### src/rtl/platform_update.sv
// Platform bookkeeping for a jump game: judges landings against the current and
// next platforms, scrolls the landed-on platform back to BASE_X and loads a new one.
module platform_update #(
    parameter int unsigned BASE_X      = 40,
    parameter int unsigned SCREEN_W    = 640,
    parameter int unsigned PERFECT_TOL = 2
) (
    input  logic       clk,
    input  logic       rst,
    input  logic [9:0] new_x,
    input  logic [9:0] new_w,
    input  logic [1:0] new_color,
    input  logic       land_valid,
    input  logic [9:0] land_x,
    input  logic       step,
    input  logic       restart,
    output logic       land_ready,
    output logic [9:0] cur_x,
    output logic [9:0] cur_w,
    output logic [9:0] nxt_x,
    output logic [9:0] nxt_w,
    output logic [1:0] cur_color,
    output logic [1:0] nxt_color,
    output logic [9:0] score,
    output logic [9:0] min,
    output logic [9:0] max,
    output logic       judge_done,
    output logic [1:0] result,
    output logic       game_over
);

    localparam int unsigned W  = 10;
    localparam int unsigned SW = 11;

    localparam logic [1:0] RES_MISS    = 2'b00;
    localparam logic [1:0] RES_STAY    = 2'b01;
    localparam logic [1:0] RES_HIT     = 2'b10;
    localparam logic [1:0] RES_PERFECT = 2'b11;

    typedef enum logic [2:0] {
        S_IDLE,
        S_JUDGE,
        S_SCROLL,
        S_LOAD,
        S_OVER
    } state_t;

    state_t        state;
    logic [W-1:0]  land_q;

    logic [SW-1:0] lx;
    logic [SW-1:0] nxt_end;
    logic [SW-1:0] cur_end;
    logic [SW-1:0] centre;
    logic          in_nxt;
    logic          in_cur;
    logic          perfect;
    logic [SW-1:0] score_inc;
    logic [W-1:0]  score_sat;
    logic [SW-1:0] load_end;
    logic [W-1:0]  load_x;

    // Landing judgement, done in 11 bits so platform ends never wrap.
    always_comb begin
        lx        = SW'(land_q);
        nxt_end   = SW'(nxt_x) + SW'(nxt_w);
        cur_end   = SW'(cur_x) + SW'(cur_w);
        centre    = SW'(nxt_x) + SW'(nxt_w >> 1);
        in_nxt    = (lx >= SW'(nxt_x)) && (lx < nxt_end);
        in_cur    = (lx >= SW'(cur_x)) && (lx < cur_end);
        perfect   = in_nxt && (lx + SW'(PERFECT_TOL) >= centre)
                           && (lx <= centre + SW'(PERFECT_TOL));
        score_inc = SW'(score) + (perfect ? SW'(2) : SW'(1));
        score_sat = (score_inc > SW'(1023)) ? W'(1023) : score_inc[W-1:0];
        load_end  = SW'(new_x) + SW'(new_w);
        load_x    = (load_end > SW'(SCREEN_W))
                    ? W'(SW'(SCREEN_W) - SW'(new_w)) : new_x;
    end

    assign min = cur_x + cur_w;
    assign max = W'(SCREEN_W - 1);

    always_ff @(posedge clk) begin
        judge_done <= 1'b0;
        if (rst || ((state == S_OVER) && restart)) begin
            state      <= S_IDLE;
            land_q     <= '0;
            cur_x      <= W'(BASE_X);
            cur_w      <= W'(60);
            cur_color  <= 2'd0;
            nxt_x      <= W'(200);
            nxt_w      <= W'(60);
            nxt_color  <= 2'd1;
            score      <= '0;
            result     <= RES_MISS;
            land_ready <= 1'b1;
            game_over  <= 1'b0;
        end else begin
            case (state)
                S_IDLE: begin
                    if (land_valid) begin
                        land_q     <= land_x;
                        state      <= S_JUDGE;
                        land_ready <= 1'b0;
                    end
                end
                S_JUDGE: begin
                    judge_done <= 1'b1;
                    if (in_nxt) begin
                        result    <= perfect ? RES_PERFECT : RES_HIT;
                        score     <= score_sat;
                        cur_x     <= nxt_x;
                        cur_w     <= nxt_w;
                        cur_color <= nxt_color;
                        state     <= S_SCROLL;
                    end else if (in_cur) begin
                        result     <= RES_STAY;
                        state      <= S_IDLE;
                        land_ready <= 1'b1;
                    end else begin
                        result    <= RES_MISS;
                        state     <= S_OVER;
                        game_over <= 1'b1;
                    end
                end
                S_SCROLL: begin
                    if (cur_x <= W'(BASE_X)) begin
                        state <= S_LOAD;
                    end else if (step) begin
                        cur_x <= cur_x - W'(1);
                    end
                end
                S_LOAD: begin
                    nxt_x      <= load_x;
                    nxt_w      <= new_w;
                    nxt_color  <= new_color;
                    state      <= S_IDLE;
                    land_ready <= 1'b1;
                end
                S_OVER: begin
                    game_over <= 1'b1;
                end
                default: begin
                    state      <= S_IDLE;
                    land_ready <= 1'b1;
                end
            endcase
        end
    end

endmodule

### config.mk
export PLATFORM = sky130hd
export DESIGN_NAME = platform_update
export DESIGN_NICKNAME = d
export VERILOG_FILES = /design/src/rtl/platform_update.sv
export SDC_FILE = /design/constraint.sdc
export NUM_CORES = 1
export LEC_CHECK = 0
export ABC_CLOCK_PERIOD_IN_PS = 6550
export BUFFER_PORTS_ARGS = -buffer_cell sky130_fd_sc_hd__clkbuf_2
export CAP_MARGIN = 20
export CORE_MARGIN = 10
export CORE_UTILIZATION = 49
export CTS_BUF_LIST = sky130_fd_sc_hd__clkbuf_4 sky130_fd_sc_hd__clkbuf_8
export CTS_CLUSTER_SIZE = 24
export DETAILED_ROUTE_END_ITERATION = 10
export PLACE_DENSITY = 0.82
export SLEW_MARGIN = 5
export SYNTH_ARGS = -nofsm -noshare
export SYNTH_HDL_FRONTEND = slang
export SYNTH_SLANG_ARGS = --single-unit
### constraint.sdc
create_clock -name clk -period 6.55 [get_ports clk]
set_input_delay 0.3275 -clock clk [delete_from_list [all_inputs] [get_ports clk]]
set_output_delay 0.3275 -clock clk [all_outputs]
set_load 0.05 [all_outputs]
==> results.md <==
- Main flop type after synthesis: dfxtp_1
- CP max FO: 6
- Mapped Area: 6660 µm²
- Fmax: 164 MHz
- Area of the die: 18700 µm²
- Yosys top cell area share: 21.6%
- GRT Util Overall: 20.8%
- Die span in y: 137 µm
- CP max stage delay: 0.44 ns
- Via Count: 6486
- CTS Buf Count: 9
- Sink Count: 72
- CP required: 6.78 ns
- Drt via density: 5.88
- RSZ-0062 raised after global routing: no
- Die Wd: 137 µm
- WP buf/inv: 3
- Pwr Total: 0.00113 W
- Setup Slack @ Placement: 0.507 ns
- Slowest-stage cell, CP: dfxtp_1
- Layout cell share with drive strength beyond 1: 15.9%
- Yosys cell types: 74
- First-pass GRT wire length: 31.6 mm
- Postcts setup bufs: 0
- Worst hold slack: 0.176 ns
- Area Overhead vs Synth: 12.0%
- DRT antenna net count: 0
- Worst skew pair latency: 0.37 ns
- Fin. max-slew vios: 0
- DRC: 0
- Detailed-placement wirelength estimate: 15.7 mm
- Gpl congestion: 0.905
- Max-Cap Viols: 0
- Clk buf depth: 2
- Setup Viol. Count Final: 0
- CTS tree: done
- Post-synth EDFFs: 0
- Port Buffer Count: 105
- Post_cts resized: 0
- DRT iter0 DRCs: 482
- Vias in the first global route: 6277
- Worst Setup End Kind: register
- Top-count cell post-synth: ha_1
- Critical path, cell by cell: ha_1 -> inv_1 -> fa_1 -> xnor2_1 -> clkinv_1 -> a2111o_1 -> or4_4 -> and4bb_1 -> xnor2_1 -> ha_1 -> a21o_1 -> a21oi_1 -> o21ai_0 -> o31a_1 -> a311oi_2 -> inv_1 -> ha_1 -> fa_1 -> and3_1 -> and2_1 -> and3_1 -> or2_2 -> a21oi_1 -> a211oi_1
- Crit path kind: reg -> reg
- Area leader, netlist: dfxtp_1
- DRT Pass-1 Iters: 5
- Cell Rows: 42
- Hold Path Stages: 3
- Final hold violation count: 0
- Root Buffer: clkbuf_8
- Slew margin rel.: 40.4%
- Post-Synthesis Cells: 830
- Avg Cell Area, Syn: 8.03 µm²
- Final period util: 93.2%
- # IOs: 116
- Core Footprint: 13300 µm²
- CP startpoint kind: register
- Filler Cells Inserted: 1267
- Synth cell count leaders: 104 x ha_1, 78 x a21oi_1, 73 x nand2_1, 72 x dfxtp_1, 58 x inv_1
- Most Frequent Cell on Critical Path: ha_1
- Setup_tns: 0 ns
- # hold bufs at CTS: 0
- FF-to-FF path depth: 24
- Starting Density: 50.1%
- Final wirelength: 19.6 mm
- Clk_skew: 0.0117 ns
- Grt ovf: 0
- Number of diodes: 0
- VDD IR max: 0.0762 mV
- Synth async-reset ratio: 0%
- Post-synthesis sequential area ratio: 21.6%
- Fin cells: 1104
- Status: complete, no violations
- Worst slew pin tran: 0.892 ns
- # H-tree levels: 3
- Largest net degree at the start of global routing: 61
- Worst path depth: 24
- LEAKAGE: 3.55 nW
- Seq cells post-synth: 72
- Clock slew at reported path FFs: 0.09 ns
- Antenna violations before repair: 0
- Layout Nets: 1069
- Worst setup margin: 0.444 ns
- Crit-path leading delay family: simple AND/OR/NAND/NOR gates
- Routed WL per cell: 17.8 µm
- Total placed cells including tap cells: 1087
- CP Data Arrival Time: 6.34 ns
- Hold WC Path Type: in -> reg
- Synthesis warning total: 0
- Synth area leaders: dfxtp_1 22%, ha_1 20%, a21oi_1 5.9%
- Power Density: 151 nW/µm²
- Tmin final: 6.11 ns
## path summary, 6_finish.rpt
path | to | slack, ns | start
worst min-delay path | land_q[9]$_SDFFE_PP0P_ | 0.18 | land_x[9]
worst min register to register | game_over$_SDFFE_PP0P_ | 0.46 | game_over$_SDFFE_PP0P_
worst max-delay path | score[3]$_SDFFE_PP0P_ | 0.44 | nxt_w[1]$_SDFFE_PP0N_
worst max register to register | score[3]$_SDFFE_PP0P_ | 0.44 | nxt_w[1]$_SDFFE_PP0N_
## tightest hold or removal path, stage by stage
cell and delay [ns]:
clkbuf_2 0.08, nand2_1 0.05, a21oi_1 0.05
## layout by cell type, fill, tap and decap left out, types with 11 or more instances in the layout
master    count
xnor2_1      28
a211oi_1     13
nor3_1       20
mux2i_1      18
nor2b_1      11
o21ai_0      38
nand2_1      73
nor2_1       54
dfxtp_1      72
a21oi_1      77
clkbuf_2    105
xor2_1       19
ha_1        104
nand3_1      26
a31oi_1      12
inv_1        58
a21o_1       17
## cells by family after synthesis
| group | after synthesis | share of synthesized area, % |
|---|---|---|
| DFF | 72 | 21.6 |
| xor gates and xnor gates | 47 | 6.18 |
| muxes | 21 | 3.21 |
| buffers and inverters | 97 | 6.53 |
| AOI/OAI and AO/OA | 233 | 22.7 |
| adders and majority gates | 109 | 21.0 |
| other | 2 | 0.113 |
| and+or+nand+nor | 249 | 18.6 |
## power breakdown
group,switching (W),internal (W),total [W]
clock,0.000183,0.000143,0.000325
sequential,0.0000294,0.000451,0.000481
combinational,0.000200,0.000121,0.000321
total,0.000412,0.000715,0.00113
## through the flow
step / util (%) / area [µm²]
3_3_place_gp: 54.7 / 7280
6_report: 56.1 / 7460
2_1_floorplan: - / 6690
3_5_place_dp: 54.7 / 7280
5_1_grt: 56.1 / 7460
4_1_cts: 56.1 / 7450
## layout make-up
type	instances	area, µm²	share of cell area, %
tap	176	220	2.95
sequential	72	1440	19.3
inverter	60	225	3.02
timing repair buffer	111	571	7.65
clock inverter	6	45.0	0.604
multi-input combinational	669	4830	64.7
clock buffer	10	131	1.76
## layer usage
layer | global-route usage [%] | wire length, µm | vias up
met5 | 0 | 0 | -
met4 | 8.40 | 545 | 0
met3 | 3.67 | 1230 | 37
met2 | 35.4 | 9280 | 211
met1 | 25.4 | 8560 | 3056
li1 | - | - | 3182
## registers in the layout, summed over array words and instances, names as in the netlist
name	flops
judge_done	1
score	10
nxt_x	10
land_ready	1
nxt_color	2
result	2
state	3
land_q	10
cur_x	10
game_over	1
nxt_w	10
cur_color	2
cur_w	10
Power figures use the tool's default switching activity.
